### src/rtl/sync_fifo.sv
// Single-clock FIFO with selectable registered-read or first-word-fall-through
// output, synchronous flush, sticky overflow/underflow and exact occupancy.
// Status flags are registered from the next-state count so they always agree.
module sync_fifo #(
  parameter int unsigned DSIZE = 32,
  parameter int unsigned ASIZE = 6,
  parameter int unsigned AEMPT = 1,
  parameter int unsigned AFULL = 32,
  parameter int unsigned FWFT  = 0
) (
  input  logic             clk_i,
  input  logic             rst_i,
  input  logic [DSIZE-1:0] data_i,
  input  logic             wr_en_i,
  input  logic             rd_en_i,
  input  logic             flush_i,
  output logic [DSIZE-1:0] q_o,
  output logic             full_o,
  output logic             empty_o,
  output logic             almost_full_o,
  output logic             almost_empty_o,
  output logic [ASIZE:0]   data_num_o,
  output logic             overflow_o,
  output logic             underflow_o
);

  localparam int unsigned    DEPTH   = 32'd1 << ASIZE;
  localparam logic [ASIZE:0] DEPTH_L = {1'b1, {ASIZE{1'b0}}};
  localparam logic [ASIZE:0] ONE_L   = {{ASIZE{1'b0}}, 1'b1};
  localparam logic [ASIZE:0] ZERO_L  = {(ASIZE+1){1'b0}};

  // Storage array; contents survive reset and flush, only pointers are cleared.
  logic [DSIZE-1:0] mem_q [DEPTH];

  logic [ASIZE:0] wptr_q, wptr_d;
  logic [ASIZE:0] rptr_q, rptr_d;
  logic [ASIZE:0] count_q, count_d;
  logic           full_q, full_d;
  logic           empty_q, empty_d;
  logic           afull_q, afull_d;
  logic           aempty_q, aempty_d;
  logic           ovf_q, ovf_d;
  logic           unf_q, unf_d;

  logic             wr_acc_s;
  logic             rd_acc_s;
  logic [ASIZE-1:0] waddr_s;
  logic [ASIZE-1:0] raddr_s;

  assign waddr_s = wptr_q[ASIZE-1:0];
  assign raddr_s = rptr_q[ASIZE-1:0];

  // Acceptance is judged on the registered flags of the current cycle, so a
  // read frees a slot only after the edge and a write at Full is always refused.
  always_comb begin
    wr_acc_s = wr_en_i & ~full_q;
    rd_acc_s = rd_en_i & ~empty_q;
  end

  // Next-state pointers, occupancy and sticky error flags; flush wins over access.
  always_comb begin
    wptr_d  = wptr_q;
    rptr_d  = rptr_q;
    count_d = count_q;
    ovf_d   = ovf_q;
    unf_d   = unf_q;
    if (flush_i) begin
      wptr_d  = ZERO_L;
      rptr_d  = ZERO_L;
      count_d = ZERO_L;
      ovf_d   = 1'b0;
      unf_d   = 1'b0;
    end else begin
      if (wr_acc_s) begin
        wptr_d = wptr_q + ONE_L;
      end else begin
        wptr_d = wptr_q;
      end
      if (rd_acc_s) begin
        rptr_d = rptr_q + ONE_L;
      end else begin
        rptr_d = rptr_q;
      end
      case ({wr_acc_s, rd_acc_s})
        2'b10:   count_d = count_q + ONE_L;
        2'b01:   count_d = count_q - ONE_L;
        default: count_d = count_q;
      endcase
      if (wr_en_i & full_q) begin
        ovf_d = 1'b1;
      end else begin
        ovf_d = ovf_q;
      end
      if (rd_en_i & empty_q) begin
        unf_d = 1'b1;
      end else begin
        unf_d = unf_q;
      end
    end
  end

  // Status flags derived from the next count; thresholds compared at 32 bits
  // so an out-of-range threshold parameter cannot be truncated.
  always_comb begin
    full_d   = (count_d == DEPTH_L);
    empty_d  = (count_d == ZERO_L);
    afull_d  = (32'(count_d) >= AFULL);
    aempty_d = (32'(count_d) <= AEMPT);
  end

  // Control and status registers; reset discards all data immediately.
  always_ff @(posedge clk_i or posedge rst_i) begin
    if (rst_i) begin
      wptr_q   <= ZERO_L;
      rptr_q   <= ZERO_L;
      count_q  <= ZERO_L;
      full_q   <= 1'b0;
      empty_q  <= 1'b1;
      afull_q  <= 1'b0;
      aempty_q <= 1'b1;
      ovf_q    <= 1'b0;
      unf_q    <= 1'b0;
    end else begin
      wptr_q   <= wptr_d;
      rptr_q   <= rptr_d;
      count_q  <= count_d;
      full_q   <= full_d;
      empty_q  <= empty_d;
      afull_q  <= afull_d;
      aempty_q <= aempty_d;
      ovf_q    <= ovf_d;
      unf_q    <= unf_d;
    end
  end

  // Array write port; a write in a flush cycle is dropped.
  always_ff @(posedge clk_i) begin
    if (wr_acc_s & ~flush_i) begin
      mem_q[waddr_s] <= data_i;
    end
  end

  generate
    if (FWFT != 0) begin : g_fwft
      // Head word is presented combinationally; valid whenever empty_o is low.
      assign q_o = mem_q[raddr_s];
    end else begin : g_regrd
      logic [DSIZE-1:0] q_q;

      // Registered read: load the head word on an accepted read, hold otherwise.
      always_ff @(posedge clk_i or posedge rst_i) begin
        if (rst_i) begin
          q_q <= {DSIZE{1'b0}};
        end else if (rd_acc_s & ~flush_i) begin
          q_q <= mem_q[raddr_s];
        end else begin
          q_q <= q_q;
        end
      end

      assign q_o = q_q;
    end
  endgenerate

  assign full_o         = full_q;
  assign empty_o        = empty_q;
  assign almost_full_o  = afull_q;
  assign almost_empty_o = aempty_q;
  assign data_num_o     = count_q;
  assign overflow_o     = ovf_q;
  assign underflow_o    = unf_q;

endmodule

### config.mk
export PLATFORM = sky130hd
export DESIGN_NAME = sync_fifo
export DESIGN_NICKNAME = d
export VERILOG_FILES = /design/src/rtl/sync_fifo.sv
export SDC_FILE = /design/constraint.sdc
export NUM_CORES = 2
export LEC_CHECK = 0
export CORE_MARGIN = 1.5
export CORE_UTILIZATION = 59
export CTS_BUF_LIST = sky130_fd_sc_hd__clkbuf_4
export CTS_CLUSTER_SIZE = 16
export DETAILED_ROUTE_END_ITERATION = 7
export DONT_BUFFER_PORTS = 1
export GPL_ROUTABILITY_DRIVEN = 1
export PLACE_DENSITY = 0.78
export SLEW_MARGIN = 20
export SYNTH_ARGS = -nofsm -noshare
export SYNTH_HDL_FRONTEND = slang
export SYNTH_SLANG_ARGS = --single-unit
### constraint.sdc
create_clock -name clk_i -period 4 [get_ports clk_i]
set_clock_uncertainty 0.2 [all_clocks]
set_input_delay 1 -clock clk_i [delete_from_list [all_inputs] [get_ports clk_i]]
set_output_delay 1 -clock clk_i [all_outputs]
set_load 0.005 [all_outputs]
==> results.toml <==
[power]
cellInternalPower_mw = 36.07
p_seq_frac = 0.527
p_leak_nw = 28.97
clock_power_share = 0.374
powerDensity_mw_per_mm2 = 513.3
p_total_mw = 47.30
p_switching_mw = 11.23
switching_share = 0.2375
ir_drop_uv = 360.8
pwr-share-comb = 0.099

[routing]
antenna_left = 0
wire_per_inst_um = 30.96
wl_um = 196600
vias = 41827
first_iter_violations = 5580
drtPass1Iterations = 7
via_per_inst = 6.585
remaining_drc_errors = 0

[finish]
syn_to_final_growth_pct = 14.44
fillCellCount = 8133
final_area_mm2 = 0.09215
drive_gt1_frac = 0.3626
regArea_mm2 = 0.06294
utilization = 0.6802
fin_nets = 4254
multi_input_area_mm2 = 0.01704

[clock_network]
cts_max_path_buffers = 4
cts_buffers = 533
clock-root-buffer = "clkbuf_4"
cts_tree = "yes"
ctsResizeCount = 0
cts_sinks = 2105
clk_pin_slew_ns = 0.07
clock_latency_ns = 1.27
htreeDepth = 6

[global_route]
grt_pass1_wl_um = 286700
grt_max_degree = 65
antenna_found_initial = 11
overflow = 0
grt_use_total = 0.2903
grt_pass1_vias = 43218

[logic_synthesis]
synth.most_common_cell = "edfxtp_1"
synth_edf_count = 2048
netlist_top_cells_count = "2048 x edfxtp_1, 505 x mux4_2, 110 x a22oi_1"
synth_cell_types = 59
yosysTopAreaCell = "edfxtp_1"
yosys_register_bits = 2105
yosysWarnings = 0
synth_nets = 3644
ys_top_cells_by_area = "edfxtp_1 76%, mux4_2 14%, dfrtp_1 1.7%, a22oi_1 1.0%, mux2i_1 0.94%"
synth-main-ff-cell = "edfxtp_1"
seq_area_frac_synth = 0.7815
synth.top_cell.area_share = 0.7637
synthCells = 3603
netlist_area_mm2 = 0.08052
avgSynthCellArea_um2 = 22.35
synthArstFlopShare = 0.02708

[job]
maxCapViolCount = 0

[sta]
setup_tns_ns = 0
tightest_slew_ns = 1.199
clock.fmax_mhz = 272.2
period_minus_slack_ns = 3.674
finalSetupViolCount = 0
slew_headroom = 0.1976
finalCritPeriodShare = 0.9185
report.final.hold_viol_count = 0
drv_slew = 0
rsz0062_at_grt = "false"
holdWs_ns = 0.1640

[worst_setup_path]
critPathMostFrequentCell = "a211oi_1"
cp.required_ns = 4.89
crit_arrival_ns = 4.56
worst_setup_path_start_kind = "flip-flop"
crit_chain = "buf_12 -> buf_4 -> mux4_2 -> nor2b_1 -> a211oi_1 -> a211oi_1 -> a211oi_1 -> o21ai_1"
cp_slowest_cell = "dfrtp_4"
rr_endpoint = "q_o[16]"
rrSetupSlack_ns = 0.33
worst-path-max-fanout = 37
endpoint_kind = "flip-flop"
r2r_cells = 8
critical-path-max-stage-delay_ns = 0.82
r2r-start = "rptr_q[2]"
crit_type = "reg -> reg"

[die]
core_mm2 = 0.1355
die-area_mm2 = 0.1387
num_io_pins = 82
die_h_um = 372.4
num_rows = 135
start_util = 0.5944
die_w_um = 372.4

[placed_design]
dpl_cell_area_mm2 = 0.08444
globalplace.congestion = 0.8523
port_buffers = 0
dp_hpwl_um = 113300

[status]
status = "completed"

[hold_path]
hp-class = "in -> async"
[power by group through the flow]
stage	Clock, mW	Sequential (mW)	Combinational, mW
floorplan	0	25.0	3.24
global placement	0	25.4	4.18
detailed placement	0	25.4	4.24
CTS	17.9	24.9	4.73
global route	19.1	24.9	5.00
finish	17.7	24.9	4.71
[routing by layer]
layer,vias to the layer above,wire length [um],GRT usage
li1,16859,-,-
met1,21516,70810,0.3948
met2,3007,96920,0.4602
met3,437,22820,0.07160
met4,8,6045,0.1123
met5,-,51,0
[layout by cell type, fill, tap and decap left out, types with 9 or more instances in the layout]
cell and count:
xnor2_1 9, buf_12 51, diode_2 10, inv_2 22, nand2_1 73, a211oi_1 60, bufinv_16 12, a22oi_1 110
xor2_1 9, nand2b_1 11, a21oi_1 93, nor2_4 63, buf_4 164, mux2i_1 76, a221o_1 10, nand3_1 12
o21ai_0 10, clkinv_1 95, dfrtp_1 50, nor2_1 45, o21ai_1 18, o211ai_1 13, o22ai_1 18, dlygate4sd3_1 37
buf_16 29, a221oi_1 18, mux2_2 28, mux4_2 505, edfxtp_1 2048, clkbuf_4 750, nor2b_1 35
[through the flow]
step	worst slack (ns)	std cells
after CTS	0.3195	6342
after global routing	0.2584	6352
after detailed placement	0.4052	5390
after global placement	0.4779	5390
after floorplan	0.01311	3603
final	0.3259	6352
[critical path: cells and delay by family, from the launching register on]
kind	cells	cell delay, ns
flops	1	0.82
buf+inv	2	0.70
mux	1	0.35
simple gates	1	0.14
compound gates	4	1.22
[flip-flops by register name, summed over array words and instances, names as in the netlist]
name,cells
almost_empty_o,1
almost_full_o,1
data_num_o,7
empty_o,1
full_o,1
mem_q,2048
overflow_o,1
q_o,32
rptr_q,6
underflow_o,1
wptr_q,6
[cell type report]
class / count / area share
Sequential cell: 2105 / 0.6831
Multi-Input combinational cell: 1283 / 0.1849
Clock buffer: 750 / 0.06110
Timing Repair Buffer: 281 / 0.03712
Tap cell: 1781 / 0.02418
Clock inverter: 133 / 0.008975
Inverter: 9 / 0.0004073
Antenna cell: 10 / 0.0002716
[kinds of logic after synthesis]
logic type / count (synthesis) / synth area share
fa+ha+maj: 4 / 0.0006216
mux: 609 / 0.1546
xor+xnor: 19 / 0.002238
compound gates: 376 / 0.03196
flops: 2105 / 0.7815
buf+inv: 215 / 0.01344
simple gates: 275 / 0.01565
[worst max path at each step]
stage | from | slack, ns | endpoint | depth (start not counted)
floorplan | wr_en_i | 0.01 | mem_q[59][0] | 6
global placement | wr_en_i | 0.48 | empty_o | 11
detailed placement | rptr_q[0] | 0.41 | q_o[27] | 8
CTS | rptr_q[0] | 0.32 | q_o[27] | 8
global route | rptr_q[2] | 0.26 | q_o[9] | 8
finish | rptr_q[2] | 0.33 | q_o[16] | 8
[timing repair]
item / 4_1_cts / 5_1_grt
setup buffers: 0 / 0
hold endpoints to repair: 2113 / 0
hold buffers: 69 / 0
No activity file was read; power rests on OpenSTA's default activity.
